**src/rtl/button_event_arbiter_if.sv**
```systemverilog
// ---------------------------------------------------------------------------
// button_event_arbiter_if
// Event port between the front-panel button controller and the processor.
//   event_valid  an event code is on offer (controller -> processor)
//   event_code   channel index of the offered event, stable while valid
//   event_ack    processor has consumed the offered code (processor -> controller)
//   pending      per-channel posted-but-unacknowledged flags
//   overrun      one-cycle pulse when a press merges into a pending event
// The controller side uses the master modport, the processor the slave.
// ---------------------------------------------------------------------------
interface button_event_arbiter_if #(
    parameter int NUM_BUTTONS = 4,
    parameter int CODE_W      = 2
);
    logic                   event_valid;
    logic [CODE_W-1:0]      event_code;
    logic                   event_ack;
    logic [NUM_BUTTONS-1:0] pending;
    logic                   overrun;

    modport master (
        output event_valid,
        output event_code,
        output pending,
        output overrun,
        input  event_ack
    );

    modport slave (
        input  event_valid,
        input  event_code,
        input  pending,
        input  overrun,
        output event_ack
    );
endinterface

```
**src/rtl/button_event_arbiter.sv**
```systemverilog
// ---------------------------------------------------------------------------
// button_event_arbiter
// Synchronizes and debounces NUM_BUTTONS raw active-low buttons, turns each
// accepted press into a pending event, and offers pending events one at a
// time to the processor through a round-robin arbiter.
//   clock             system clock, all state changes on posedge
//   reset             synchronous active-high reset
//   buttonNotPressed  raw asynchronous buttons, 0 = pressed
//   evt               event port (valid/code/ack, pending flags, overrun)
// ---------------------------------------------------------------------------
module button_event_arbiter #(
    parameter int NUM_BUTTONS     = 4,
    parameter int CODE_W          = 2,
    parameter int DEBOUNCE_CYCLES = 50000,
    parameter int CNT_W           = 16
) (
    input  logic                   clock,
    input  logic                   reset,
    input  logic [NUM_BUTTONS-1:0] buttonNotPressed,
    button_event_arbiter_if.master evt
);

    typedef enum logic [1:0] {
        CH_IDLE,
        CH_PRESS_WAIT,
        CH_HELD,
        CH_RELEASE_WAIT
    } chState_t;

    typedef enum logic {
        ARB_IDLE,
        ARB_OFFER
    } arbState_t;

    // The counter holds (stable samples - 1), so a level change is accepted
    // when a further stable sample arrives with the counter at D-2.
    localparam logic [CNT_W-1:0] DONE_CNT = CNT_W'(DEBOUNCE_CYCLES - 2);
    localparam logic [CNT_W-1:0] CNT_MAX  = '1;

    logic [NUM_BUTTONS-1:0] syncA_q, syncB_q;
    chState_t               chState_q [NUM_BUTTONS];
    chState_t               chState_d [NUM_BUTTONS];
    logic [CNT_W-1:0]       cnt_q     [NUM_BUTTONS];
    logic [CNT_W-1:0]       cnt_d     [NUM_BUTTONS];
    logic [NUM_BUTTONS-1:0] post;

    arbState_t              arbState_q, arbState_d;
    logic                   eventValid_q, eventValid_d;
    logic [CODE_W-1:0]      eventCode_q, eventCode_d;
    logic [CODE_W-1:0]      lastGrant_q, lastGrant_d;
    logic [NUM_BUTTONS-1:0] pending_q, pending_d;
    logic                   overrun_q, overrun_d;
    logic [NUM_BUTTONS-1:0] clearMask;
    logic                   found;
    logic [CODE_W-1:0]      pickIdx;

    assign evt.event_valid = eventValid_q;
    assign evt.event_code  = eventCode_q;
    assign evt.pending     = pending_q;
    assign evt.overrun     = overrun_q;

    // All state registers. Reset parks the synchronizers at "released" and
    // last_grant at the top channel so channel 0 wins the first search.
    always_ff @(posedge clock) begin
        if (reset) begin
            syncA_q <= '1;
            syncB_q <= '1;
            for (int i = 0; i < NUM_BUTTONS; i++) begin
                chState_q[i] <= CH_IDLE;
                cnt_q[i]     <= '0;
            end
            arbState_q   <= ARB_IDLE;
            eventValid_q <= 1'b0;
            eventCode_q  <= '0;
            lastGrant_q  <= CODE_W'(NUM_BUTTONS - 1);
            pending_q    <= '0;
            overrun_q    <= 1'b0;
        end else begin
            syncA_q <= buttonNotPressed;
            syncB_q <= syncA_q;
            for (int i = 0; i < NUM_BUTTONS; i++) begin
                chState_q[i] <= chState_d[i];
                cnt_q[i]     <= cnt_d[i];
            end
            arbState_q   <= arbState_d;
            eventValid_q <= eventValid_d;
            eventCode_q  <= eventCode_d;
            lastGrant_q  <= lastGrant_d;
            pending_q    <= pending_d;
            overrun_q    <= overrun_d;
        end
    end

    // Per-channel debounce FSMs. A press is posted on the edge that accepts
    // the pressed level; holding or releasing posts nothing.
    always_comb begin
        post = '0;
        for (int i = 0; i < NUM_BUTTONS; i++) begin
            chState_d[i] = chState_q[i];
            cnt_d[i]     = cnt_q[i];
            case (chState_q[i])
                CH_IDLE: begin
                    if (!syncB_q[i]) begin
                        chState_d[i] = CH_PRESS_WAIT;
                        cnt_d[i]     = '0;
                    end
                end
                CH_PRESS_WAIT: begin
                    if (syncB_q[i]) begin
                        chState_d[i] = CH_IDLE;
                        cnt_d[i]     = '0;
                    end else if (cnt_q[i] >= DONE_CNT) begin
                        chState_d[i] = CH_HELD;
                        cnt_d[i]     = '0;
                        post[i]      = 1'b1;
                    end else if (cnt_q[i] != CNT_MAX) begin
                        cnt_d[i] = cnt_q[i] + 1'b1;
                    end
                end
                CH_HELD: begin
                    if (syncB_q[i]) begin
                        chState_d[i] = CH_RELEASE_WAIT;
                        cnt_d[i]     = '0;
                    end
                end
                CH_RELEASE_WAIT: begin
                    if (!syncB_q[i]) begin
                        chState_d[i] = CH_HELD;
                        cnt_d[i]     = '0;
                    end else if (cnt_q[i] >= DONE_CNT) begin
                        chState_d[i] = CH_IDLE;
                        cnt_d[i]     = '0;
                    end else if (cnt_q[i] != CNT_MAX) begin
                        cnt_d[i] = cnt_q[i] + 1'b1;
                    end
                end
                default: begin
                    chState_d[i] = CH_IDLE;
                    cnt_d[i]     = '0;
                end
            endcase
        end
    end

    // Round-robin arbiter and pending bookkeeping. The search only runs from
    // ARB_IDLE, which forces one idle cycle between consecutive offers. A post
    // landing on the edge its channel is acknowledged overrides the clear and
    // is not an overrun, because the old event was consumed.
    always_comb begin
        arbState_d   = arbState_q;
        eventValid_d = eventValid_q;
        eventCode_d  = eventCode_q;
        lastGrant_d  = lastGrant_q;
        clearMask    = '0;
        found        = 1'b0;
        pickIdx      = '0;

        for (int j = 1; j <= NUM_BUTTONS; j++) begin
            for (int k = 0; k < NUM_BUTTONS; k++) begin
                if (!found && pending_q[k] &&
                    (k == (int'(lastGrant_q) + j) % NUM_BUTTONS)) begin
                    found   = 1'b1;
                    pickIdx = CODE_W'(k);
                end
            end
        end

        case (arbState_q)
            ARB_IDLE: begin
                if (found) begin
                    arbState_d   = ARB_OFFER;
                    eventValid_d = 1'b1;
                    eventCode_d  = pickIdx;
                    lastGrant_d  = pickIdx;
                end
            end
            ARB_OFFER: begin
                if (evt.event_ack) begin
                    arbState_d   = ARB_IDLE;
                    eventValid_d = 1'b0;
                    for (int k = 0; k < NUM_BUTTONS; k++) begin
                        if (CODE_W'(k) == eventCode_q) begin
                            clearMask[k] = 1'b1;
                        end
                    end
                end
            end
            default: begin
                arbState_d   = ARB_IDLE;
                eventValid_d = 1'b0;
            end
        endcase

        pending_d = (pending_q & ~clearMask) | post;
        overrun_d = |(post & pending_q & ~clearMask);
    end

endmodule

```
**src/flat_wrapper.sv**
```systemverilog
// flat-port wrapper written by rule: the top's interface ports become plain ports
module button_event_arbiter_flat 
#(
    parameter int NUM_BUTTONS     = 4,
    parameter int CODE_W          = 2,
    parameter int DEBOUNCE_CYCLES = 50000,
    parameter int CNT_W           = 16
)
  (clock, reset, buttonNotPressed, evt_event_valid, evt_event_code, evt_pending, evt_overrun, evt_event_ack);
  button_event_arbiter_if #(.NUM_BUTTONS(NUM_BUTTONS), .CODE_W(CODE_W)) evt_i ();
  input  logic clock;
  input  logic reset;
  input  logic [NUM_BUTTONS-1:0] buttonNotPressed;
  output wire logic [$bits(evt_i.event_valid)-1:0] evt_event_valid;
  output wire logic [$bits(evt_i.event_code)-1:0] evt_event_code;
  output wire logic [$bits(evt_i.pending)-1:0] evt_pending;
  output wire logic [$bits(evt_i.overrun)-1:0] evt_overrun;
  input wire logic [$bits(evt_i.event_ack)-1:0] evt_event_ack;
  assign evt_event_valid = evt_i.event_valid;
  assign evt_event_code = evt_i.event_code;
  assign evt_pending = evt_i.pending;
  assign evt_overrun = evt_i.overrun;
  assign evt_i.event_ack = evt_event_ack;
  button_event_arbiter #(.NUM_BUTTONS(NUM_BUTTONS), .CODE_W(CODE_W), .DEBOUNCE_CYCLES(DEBOUNCE_CYCLES), .CNT_W(CNT_W)) u_core (.clock(clock), .reset(reset), .buttonNotPressed(buttonNotPressed), .evt(evt_i));
endmodule
```
**config.mk**
```make
export PLATFORM = sky130hd
export DESIGN_NAME = button_event_arbiter_flat
export DESIGN_NICKNAME = d
export VERILOG_FILES = /design/src/rtl/button_event_arbiter_if.sv /design/src/rtl/button_event_arbiter.sv /design/src/flat_wrapper.sv
export SDC_FILE = /design/constraint.sdc
export NUM_CORES = 1
export LEC_CHECK = 0
export CORE_UTILIZATION = 36
export DETAILED_ROUTE_END_ITERATION = 12
export PLACE_DENSITY_LB_ADDON = 0.12
export SLEW_MARGIN = 30
export SYNTH_ARGS = -nofsm -noshare
export SYNTH_HDL_FRONTEND = slang
export SYNTH_SLANG_ARGS = --single-unit
```
**constraint.sdc**
```tcl
create_clock -name clock -period 5.6 [get_ports clock]
set_input_delay 1.4 -clock clock [delete_from_list [all_inputs] [get_ports clock]]
set_output_delay 1.4 -clock clock [all_outputs]
set_load 0.05 [all_outputs]
```
======== Yosys cells after proc, flatten, opt, wreduce, memory -nomap -nowiden ========
Memory sizes are Yosys's and may differ from the RTL's.
Cells that the tools add are included.
operators by class
  add/sub/neg operators ................... 8
  bitwise gates (word level) .............. 18
  equal/unequal tests ..................... 33
  muxes and demuxes ....................... 122
  reductions and logical operators ........ 62
  $lt $le $gt $ge ......................... 4
operators by type and width
  kind                                                             number
  16-bit two-way mux                                               28
  16-bit one-hot mux with 4 select lines                           4
  32-bit logical NOT                                               4
  2-bit two-way mux                                                42
  16-bit by 1-bit adder with 16-bit output, second input constant  4
  16-bit >= comparator, second input constant                      4
  16-bit != test, second input constant                            4
  1-bit two-way mux                                                40
  2-bit one-hot mux with 4 select lines                            4
  1-bit logical AND                                                31
  3-bit == test, first input constant                              8
  2-bit == test, second input constant                             8
  1-bit logical NOT                                                15
  4-bit AND                                                        3
  2-bit by 3-bit == test with 1-bit output, first input constant   4
  2-bit logical NOT                                                5
  2-bit by 1-bit == test with 1-bit output, second input constant  4
  4-bit two-way mux                                                2
  1-bit OR                                                         8
  2-bit OR reduction                                               4
  2-bit by 1-bit adder with 2-bit output, second input constant    2
  2-bit adder, second input constant                               2
  1-bit AND, first input constant                                  4
  2-bit == test, first input constant                              2
  other kinds (9)                                                  11
word-level totals
  flip-flop bits (word level) ............. 19
  output and inout bits ................... 8
  input bits .............................. 7
  memories kept ........................... 2
  bits in writable memories ............... 72
  logic and storage cells ................. 257
memories
  name              depth  width  rd ports  clocked after Yosys merged registers in  write ports  line                        text
  u_core.cnt_q      4      16     4         0                                        4            button_event_arbiter.sv:43  logic [CNT_W-1:0] cnt_q [NUM_BUTTONS];
  u_core.chState_q  4      2      4         0                                        4            button_event_arbiter.sv:41  chState_t chState_q [NUM_BUTTONS];

======== Depth between registers and ports, before layout ========
Gate-level depths: netlist of the first run.
  word-level depth ........................ 68
  mapped depth ............................ 8
  mapped depth without buffers ............ 7

======== Worst setup path before layout of the first run ========
OpenSTA, ideal clock, no wires.
  path kind ............................... input to register
  from .................................... in reset
  to ...................................... mem u_core.cnt_q[0][11]
  stages .................................. 3
  data arrival time ....................... 2.216 ns
  data required time ...................... 5.526 ns
  setup time .............................. 0.074 ns
  path slack .............................. 3.309 ns
  buffers on the path ..................... 1
  cells stage by stage .................... clkbuf_1 > or4b_2 > o21ai_0
RTL lines
  item         line                        text
  from (decl)  flat_wrapper.sv:12          input logic reset;
  to (decl)    button_event_arbiter.sv:43

======== Worst setup path after layout of the first run ========
  from .................................... reg u_core.pending_q[1], in the netlist u_core.evt.pending[1]
  to ...................................... out evt_pending[1]
RTL lines
  item                    line                        text
  from (decl)             button_event_arbiter.sv:51  logic [NUM_BUTTONS-1:0] pending_q, pending_d;
  from (signal assigned)  button_event_arbiter.sv:89  pending_q <= pending_d;
  to (decl)               flat_wrapper.sv:16          output wire logic [$bits(evt_i.pending)-1:0] evt_pending;
No word-level cell between the ends.

==> flow_summary_export.csv, run 1 <==
group,metric,value,unit
die,core,13800,sq um
die,fp.dieW,121,microns
yosys,syn_nets,654,
yosys,synth_edf_count,0,
setup_path,crit_family,"buffers and inverters",
setup_path,startpoint,"u_core.evt.pending[1]$_SDFF_PP0_",
clock_network,cts.path.max_buffers,2,
die,die_h,121,microns
run_status,outcome,"finished, final reports clean",
pwr,power_density,286,nW/um^2
sta,setup_viol,0,
setup_path,reg2reg_depth,7,
routing,wl_per_cell,15.1,microns
clock_network,post_cts_resized,0,
setup_path,cp_cell_sequence,"clkdlybuf4s50_1",
grt,track_usage,17.9,%
grt,grt_antenna_before_repair,0,
sta,tns,0,ns
grt,grt_max_degree,50,
setup_path,cp_num_buf_inv,1,
setup_path,crit_fanout,8,
die,dieArea,14600,sq um
setup_path,reg2reg_to,"u_core.chState_q[2][0]$_SDFFE_PP0P_",
yosys,syn_inst,630,
yosys,ys_ff_latch,91,
clock_network,root_buffer,"clkbuf_16",
routing,detailedRoute.firstPassIterationCount,4,
hold_path,min_to,"u_core.syncB_q[3]$_SDFF_PP1_",
yosys,synthDistinctLibCells,71,
cells_and_area,antenna_cells,0,
yosys,async_flop_share,0,%
sta,hold_violations,0,
yosys,ys_seq_area_share,35.8,%
hold_path,hold_class,"reg2reg",
setup_path,crit_path_start_kind,"flop",
setup_path,cp.arrival,1.69,ns
place,dp_hpwl,8480,microns
clock_network,cts_tree,"done",
hold_path,worstHoldStart,"u_core.syncA_q[3]$_SDFF_PP1_",
clock_network,clkSlewWorstSetupHoldPaths,0.06,ns
place,io_buffers,14,
cells_and_area,nFillCells,1428,
run,drv_cap,0,
setup_path,max_stage_delay,0.86,ns
clock_network,hold_buffers,0,
routing,wirelength,12400,microns
yosys,ys.flop_type,"dfxtp_1",
sta,period_share,55.2,%
cells_and_area,area_growth,11.1,%
sta,max_freq,323,MHz
hold_path,min_path_cells,1,
grt,overflow,0,
yosys,synth.avg_cell_area,8.08,sq um
sta,fin_skew,0.00492,ns
setup_path,critPathKind,"reg2out",
sta,tightestPinTransition,0.886,ns
grt,grt_pass1_wl,21100,microns
routing,vias_per_cell,5.76,
setup_path,r2r_slack,3.06,ns
place,place_congestion,0.797,
cells_and_area,drive_gt1_share,8.01,%
cells_and_area,nets,656,
setup_path,timing.rr.start,"u_core.chState_q[2][0]$_SDFFE_PP0P_",
setup_path,cp_data_required_time,4.20,ns
die,initial_core_util,36.8,%
clock_network,cts_buffers,9,
die,io_pins,15,
routing,drc,0,
clock_network,post-cts-setup-buffers,0,
clock_network,clock-sinks,91,
sta,slew-limit-headroom,40.4,%
sta,rsz0062_at_grt,"false",
sta,fin_crit,3.09,ns
setup_path,crit_path_end_kind,"output pin",
pwr,power_leakage,1.74,nW
pwr,vdd_ir_drop_max,0.000143,V
yosys,syn-cell-area,5090,sq um
routing,vias,4710,
routing,drt_iter0_markers,325,
die,rows,43,
yosys,yosysWarnings,0,
clock_network,clk_latency,0.34,ns
clock_network,htree_num_levels,3,
cells_and_area,final_util,40.9,%
grt,grt_pass1_vias,4419,
sta,maxSlewViolCount,0,
setup_path,crit_slowest_cell,"clkdlybuf4s50_1",
routing,postRouteAntennaNets,0,
## worst max path at each step
stage | endpoint | cells after the start
CTS | evt_pending[1] | 1
floorplan | u_core.cnt_q[0][11]$_SDFFE_PP0P_ | 3
global route | evt_pending[1] | 1
global placement | u_core.cnt_q[3][6]$_SDFFE_PP0P_ | 4
detailed placement | u_core.cnt_q[3][15]$_SDFFE_PP0P_ | 4
finish | evt_pending[1] | 1
## where the power goes
part,leakage [nW],internal [W],total (W),switching [W]
Combinational,0.856,0.0000992,0.000307,0.000207
Sequential,0.736,0.000664,0.000685,0.0000204
Clock,0.153,0.000370,0.000626,0.000256
## metal layers
metal	vias to the layer above	routed length, microns	track usage [%]
met2	65	5920	29.8
met1	2245	5960	22.8
met3	9	365	3.76
met5	-	0	0
li1	2391	-	-
met4	0	114	6.40
## synthesized netlist by cell type (5+ instances only)
| master | count | area (sq um) |
|---|---|---|
| a211oi_1 | 13 | 97.6 |
| a21oi_1 | 53 | 265 |
| a311oi_1 | 10 | 87.6 |
| a31oi_1 | 10 | 62.6 |
| a41oi_1 | 12 | 105 |
| and2_1 | 7 | 43.8 |
| and3_1 | 8 | 50.1 |
| clkbuf_1 | 17 | 63.8 |
| dfxtp_1 | 91 | 1820 |
| ha_1 | 17 | 213 |
| inv_1 | 24 | 90.1 |
| nand2_1 | 37 | 139 |
| nand2b_1 | 16 | 100 |
| nand3_1 | 37 | 185 |
| nand3b_1 | 5 | 37.5 |
| nand4_1 | 17 | 106 |
| nor2_1 | 53 | 199 |
| nor3_1 | 31 | 155 |
| nor4_1 | 12 | 75.1 |
| o211ai_1 | 10 | 75.1 |
| o21ai_0 | 27 | 135 |
| o21bai_1 | 5 | 37.5 |
| or2_2 | 13 | 81.3 |
| or3_1 | 9 | 56.3 |
| or4_1 | 9 | 67.6 |
| xor2_1 | 6 | 52.6 |
## cell type report
type	instances	area (sq um)	area share, %
multi-input cells	488	3050	53.9
flip-flops and latches	91	1820	32.2
clock buffers	12	256	4.54
well taps	180	225	3.98
repair buffers	18	165	2.92
inverters	24	90.1	1.59
clock inverters	4	48.8	0.863
## layout by cell type (no fill, tap or decap), types with 11 or more instances in the layout
master,instances
ha_1,17
nor2_1,52
o21ai_0,26
a21oi_1,53
nand3_1,37
nand2b_1,16
or2_2,13
a211oi_1,13
nand2_1,37
a41oi_1,12
nor4_1,11
inv_1,24
clkdlybuf4s50_1,13
nand4_1,17
nor3_1,31
dfxtp_1,91
## state kept, by name (all words and copies together) (netlist names), 2 cells and up, named ones only
name                   flops
u_core.cnt_q              64
u_core.chState_q           4
u_core.evt.pending         4
u_core.syncA_q             4
u_core.syncB_q             4
u_core.evt.event_code      2
u_core.lastGrant_q         2
## per-stage QoR
step / cell area [sq um] / instances / total power (W) / worst slack [ns] / hold WS [ns]
6_report: 5650 / 817 / 0.00162 / 2.51 / 0.410
5_1_grt: 5650 / 817 / 0.00171 / 2.43 / 0.420
2_1_floorplan: 5090 / 630 / 0.000928 / 3.31 / 0.389
3_5_place_dp: 5330 / 801 / 0.00100 / 2.43 / 0.398
3_3_place_gp: 5330 / 801 / 0.000997 / 2.51 / 0.392
4_1_cts: 5640 / 817 / 0.00164 / 2.47 / 0.414
## logic make-up after synthesis
family	after synthesis	share of synthesized area, %
AND/OR/NAND/NOR	279	29.6
XOR/XNOR	10	1.72
adder cells (fa/ha/maj)	17	4.18
multiplexers	2	0.418
flip-flops	91	35.8
buffers and inverters	51	4.70
AO/OA/AOI/OAI	180	23.5
No activity file was read; power rests on OpenSTA's default activity.
==> inputs of run 2 (changes only) <==
- clock period: 5.6 -> 3.14 ns (I/O delays scaled with it)
==> run 2 against run 1 <==
  * Non-clock buffer count up 7
  * Clock power is 84% higher
  * Worst hold slack barely moved
==> flow_summary_export.csv, run 2 (same netlist as run 1, synthesis figures left out) <==
group,metric,value,unit
pwr,power_density,518,nW/um^2
die,io_pins,15,
sta,fin_crit,2.52,ns
setup_path,critPathKind,"reg2out",
cells_and_area,top_register,"u_core.cnt_q",
sta,hold_violations,0,
cells_and_area,final_area,5690,sq um
sta,maxSlewViolCount,0,
setup_path,cp_data_required_time,2.35,ns
sta,rsz0062_at_grt,"false",
die,dieArea,14600,sq um
die,core,13800,sq um
cells_and_area,drive_gt1_share,8.40,%
clock_network,post_cts_resized,0,
setup_path,crit_path_start_kind,"flop",
routing,wl_per_cell,15.1,microns
die,die_h,121,microns
setup_path,crit_path_end_kind,"output pin",
sta,max_freq,396,MHz
cells_and_area,largest_register_ffs,64,
clock_network,hold_buffers,0,
clock_network,cts_tree,"done",
sta,tns,0,ns
routing,detailedRoute.firstPassIterationCount,5,
setup_path,max_stage_delay,0.87,ns
routing,drt_iter0_markers,477,
sta,fin_ws,0.616,ns
sta,slew-limit-headroom,37.5,%
cells_and_area,nFillCells,1382,
cells_and_area,area_growth,11.8,%
clock_network,clkSlewWorstSetupHoldPaths,0.07,ns
die,fp.dieW,121,microns
grt,track_usage,17.9,%
routing,drc,0,
clock_network,cts_buffers,9,
die,rows,43,
setup_path,cp_cell_sequence,"clkdlybuf4s50_1",
place,dp_slack,0.840,ns
die,initial_core_util,36.8,%
clock_network,htree_num_levels,3,
cells_and_area,nets,663,
clock_network,post-cts-setup-buffers,0,
routing,wirelength,12400,microns
cells_and_area,multi_input_area,3030,sq um
grt,overflow,0,
routing,vias,4744,
clock_network,clock-sinks,91,
pwr,power,0.00295,W
cells_and_area,seq_area,1820,sq um
place,dp_hpwl,8750,microns
grt,grt_pass1_wl,21100,microns
cells_and_area,final_common_cell,"dfxtp_1",
run_status,outcome,"finished, final reports clean",
pwr,vdd_ir_drop_max,0.000260,V
sta,fin_skew,0.00777,ns
place,place_congestion,0.842,
grt,grt_max_degree,50,
sta,tightestPinTransition,0.934,ns
pwr,power_leakage,1.78,nW
setup_path,cp_num_buf_inv,1,
setup_path,r2r_slack,0.82,ns
cells_and_area,antenna_cells,0,
grt,grt_pass1_vias,4430,
sta,setup_viol,0,
cells_and_area,layout_common_cells,"dfxtp_1, nor2_1, a21oi_1",
grt,grt_antenna_before_repair,0,
place,io_buffers,14,
clock_network,cts.path.max_buffers,2,
sta,period_share,80.4,%
routing,vias_per_cell,5.76,
run,drv_cap,0,
hold_path,hold_class,"reg2reg",
setup_path,crit_fanout,8,
place,dpl_cell_area,5380,sq um
clock_network,clk_latency,0.35,ns
setup_path,cp.arrival,1.74,ns
setup_path,crit_family,"buffers and inverters",
setup_path,crit_slowest_cell,"clkdlybuf4s50_1",
routing,postRouteAntennaNets,0,
sta,hold_ws,0.409,ns
clock_network,root_buffer,"clkbuf_16",
-- run 2: metal layers --
| layer | part of all wire (%) | track usage (%) | vias to the layer above | wire length, microns |
|---|---|---|---|---|
| met4 | 1.5 | 7.18 | 0 | 189 |
| met2 | 47 | 29.9 | 90 | 5820 |
| met3 | 3.2 | 2.26 | 12 | 398 |
| li1 | - | - | 2404 | - |
| met1 | 48 | 23.3 | 2238 | 6000 |
| met5 | 0 | 0 | - | 0 |
-- run 2: area by class of cell --
cell class | count | share of cell area [%]
multi-input combinational | 488 | 53.2
sequential | 91 | 32.0
clock buffer | 10 | 4.02
tap | 180 | 3.96
timing repair buffer | 25 | 3.83
inverter | 24 | 1.58
clock inverter | 5 | 1.38
-- run 2: where the power goes --
group / total (W) / switching, W / internal [W]
clock network: 0.00115 / 0.000458 / 0.000692
registers: 0.00122 / 0.0000352 / 0.00118
logic: 0.000576 / 0.000373 / 0.000203
total: 0.00295 / 0.000866 / 0.00208
-- run 2: stage by stage --
stage | util (%) | instances
final | 41.2 | 823
after global routing | 41.2 | 823
after CTS | 41.2 | 823
after detailed placement | 38.9 | 808
after global placement | 38.9 | 808
after floorplan | - | 630
-- run 2: worst paths after layout --
path,start,end,cells past startpoint
setup / recovery,u_core.evt.pending[1]$_SDFF_PP0_,evt_pending[1],1
hold / removal,u_core.syncA_q[1]$_SDFF_PP1_,u_core.syncB_q[1]$_SDFF_PP1_,1
setup reg to reg,u_core.cnt_q[3][0]$_SDFFE_PP0P_,u_core.cnt_q[3][14]$_SDFFE_PP0P_,7
hold reg to reg,u_core.syncA_q[1]$_SDFF_PP1_,u_core.syncB_q[1]$_SDFF_PP1_,1
==> inputs of run 3 (changes only) <==
- clock period: 3.14 -> 2.2 ns (I/O delays scaled with it)
==> run 3 against run 2 <==
  * Worst hold slack better by 0.015 ns
  * Setup slack lost 0.56 ns
  * Core utilization increased by 1.9 points
  * Register-to-register slack worse by 0.70 ns
  * Non-clock buffer count is 26 higher
  * Count of clock-buffer cells in the layout is 2 higher
  * Die area stayed put
  * Clock skew fell by 0.0026 ns
  * Critical path depth did not move
==> flow_summary_export.csv, run 3 (same netlist as run 1, synthesis figures left out) <==
group,metric,value,unit
run_status,outcome,"finished, final reports clean",
clock_network,htree_num_levels,3,
sta,max_freq,467,MHz
setup_path,crit_path_end_kind,"output pin",
routing,vias_per_cell,5.73,
routing,wl_per_cell,15.3,microns
setup_path,crit_slowest_cell,"clkdlybuf4s50_1",
clock_network,cts_buffers,9,
grt,grt_antenna_before_repair,0,
setup_path,crit_family,"buffers and inverters",
run,drv_cap,0,
routing,vias,4872,
clock_network,cts_tree,"done",
setup_path,reg2reg_depth,7,
pwr,power,0.00448,W
die,io_pins,15,
setup_path,cp_data_required_time,1.65,ns
setup_path,critPathKind,"reg2out",
pwr,power_leakage,1.97,nW
clock_network,clk_latency,0.35,ns
grt,grt_pass1_wl,21900,microns
grt,grt_pass1_vias,4623,
sta,fin_crit,2.14,ns
setup_path,cp.arrival,1.59,ns
cells_and_area,top_register,"u_core.cnt_q",
die,core,13800,sq um
cells_and_area,drive_gt1_share,13.3,%
routing,wirelength,13000,microns
clock_network,clkSlewWorstSetupHoldPaths,0.06,ns
cells_and_area,layout_common_cells,"dfxtp_1, a21oi_1, nor2_1",
cells_and_area,final_common_cell,"dfxtp_1",
pwr,seqPwrFrac,38.9,%
place,io_buffers,14,
routing,route.met3.wl,375,microns
setup_path,cp_cell_sequence,"clkdlybuf4s50_1",
routing,postRouteAntennaNets,0,
pwr,clkPwrFrac,41.8,%
setup_path,crit_path_start_kind,"flop",
pwr,p_int,0.00322,W
place,dp_hpwl,9270,microns
die,dieArea,14600,sq um
setup_path,path_depth,1,
clock_network,clock-sinks,91,
die,initial_core_util,36.8,%
sta,maxSlewViolCount,0,
sta,period_share,97.4,%
pwr,power_frac_comb,19.3,%
die,die_h,121,microns
die,rows,43,
setup_path,cp_num_buf_inv,1,
pwr,switching_power,0.00126,W
pwr,switching_share,28.2,%
sta,hold_ws,0.424,ns
sta,fin_skew,0.00512,ns
sta,slew-limit-headroom,51.7,%
pwr,vdd_ir_drop_max,0.000383,V
sta,setup_viol,0,
sta,tightestPinTransition,0.717,ns
pwr,power_density,753,nW/um^2
cells_and_area,antenna_cells,0,
die,fp.dieW,121,microns
cells_and_area,nets,689,
routing,drt-met1-wl,6170,microns
sta,tns,0,ns
routing,dr.max_layer_used,"met4",
place,dp_slack,0.0751,ns
hold_path,min_path_cells,1,
setup_path,crit_fanout,5,
hold_path,hold_class,"reg2reg",
cells_and_area,area_growth,17.0,%
place,place_congestion,0.881,
routing,detailedRoute.firstPassIterationCount,5,
cells_and_area,largest_register_ffs,64,
setup_path,max_stage_delay,0.83,ns
routing,drt_iter0_markers,327,
sta,hold_violations,0,
grt,overflow,0,
routing,wl_met2,6280,microns
cells_and_area,nFillCells,1384,
cells_and_area,final_util,43.1,%
grt,grt_max_degree,33,
routing,drc,0,
clock_network,root_buffer,"clkbuf_16",
sta,fin_ws,0.0568,ns
grt,track_usage,18.6,%
clock_network,cts.path.max_buffers,2,
-- run 3: per-layer routing --
| layer | up-vias | GRT usage (%) |
|---|---|---|
| met4 | 0 | 5.48 |
| met5 | - | 0 |
| li1 | 2464 | - |
| met1 | 2327 | 23.4 |
| met3 | 18 | 4.42 |
| met2 | 63 | 31.6 |
-- run 3: what timing repair did --
action,in CTS,in global routing
hold endpoints to repair,0,0
resized for setup,2,7
endpoints found under the setup margin,2,7
gates cloned,0,0
pin swaps,0,1
buffers inserted,0,0
hold buffers,0,0
-- run 3: final timing paths --
check,start,end,slack (ns)
max,u_core.evt.event_code[1]$_SDFFE_PP0P_,evt_event_code[1],0.06
max reg2reg,u_core.cnt_q[2][0]$_SDFFE_PP0P_,u_core.cnt_q[2][7]$_SDFFE_PP0P_,0.12
min,u_core.syncA_q[1]$_SDFF_PP1_,u_core.syncB_q[1]$_SDFF_PP1_,0.42
min reg2reg,u_core.syncA_q[1]$_SDFF_PP1_,u_core.syncB_q[1]$_SDFF_PP1_,0.42
-- run 3: worst register-to-register path: stages (launching register included) --
cell and delay (ns):
dfxtp_2 0.37, inv_1 0.05, ha_1 0.18, o211a_1 0.21, o2111a_2 0.29, or2_4 0.29
or4_1 0.47, o32ai_1 0.12
-- run 3: power groups by stage --
stage	clock [W]	combinational [W]	sequential, W
2_1_floorplan	0	0.000597	0.00177
3_3_place_gp	0	0.000849	0.00178
3_5_place_dp	0	0.000859	0.00178
4_1_cts	0.00193	0.000863	0.00174
5_1_grt	0.00198	0.000973	0.00175
6_report	0.00187	0.000864	0.00175
-- run 3: layout make-up --
class,instances,area [sq um],share of cell area (%)
inverters,24,90.1,1.51
repair buffers,51,410,6.89
flip-flops and latches,91,1830,30.7
clock buffers,12,267,4.48
clock inverters,4,95.1,1.60
multi-input cells,488,3040,51.1
well taps,180,225,3.78
-- run 3: per-stage QoR --
step           area (sq um)  instances
3_3_place_gp           5580        834
6_report               5950        850
4_1_cts                5940        850
2_1_floorplan          5090        630
5_1_grt                5950        850
3_5_place_dp           5580        834
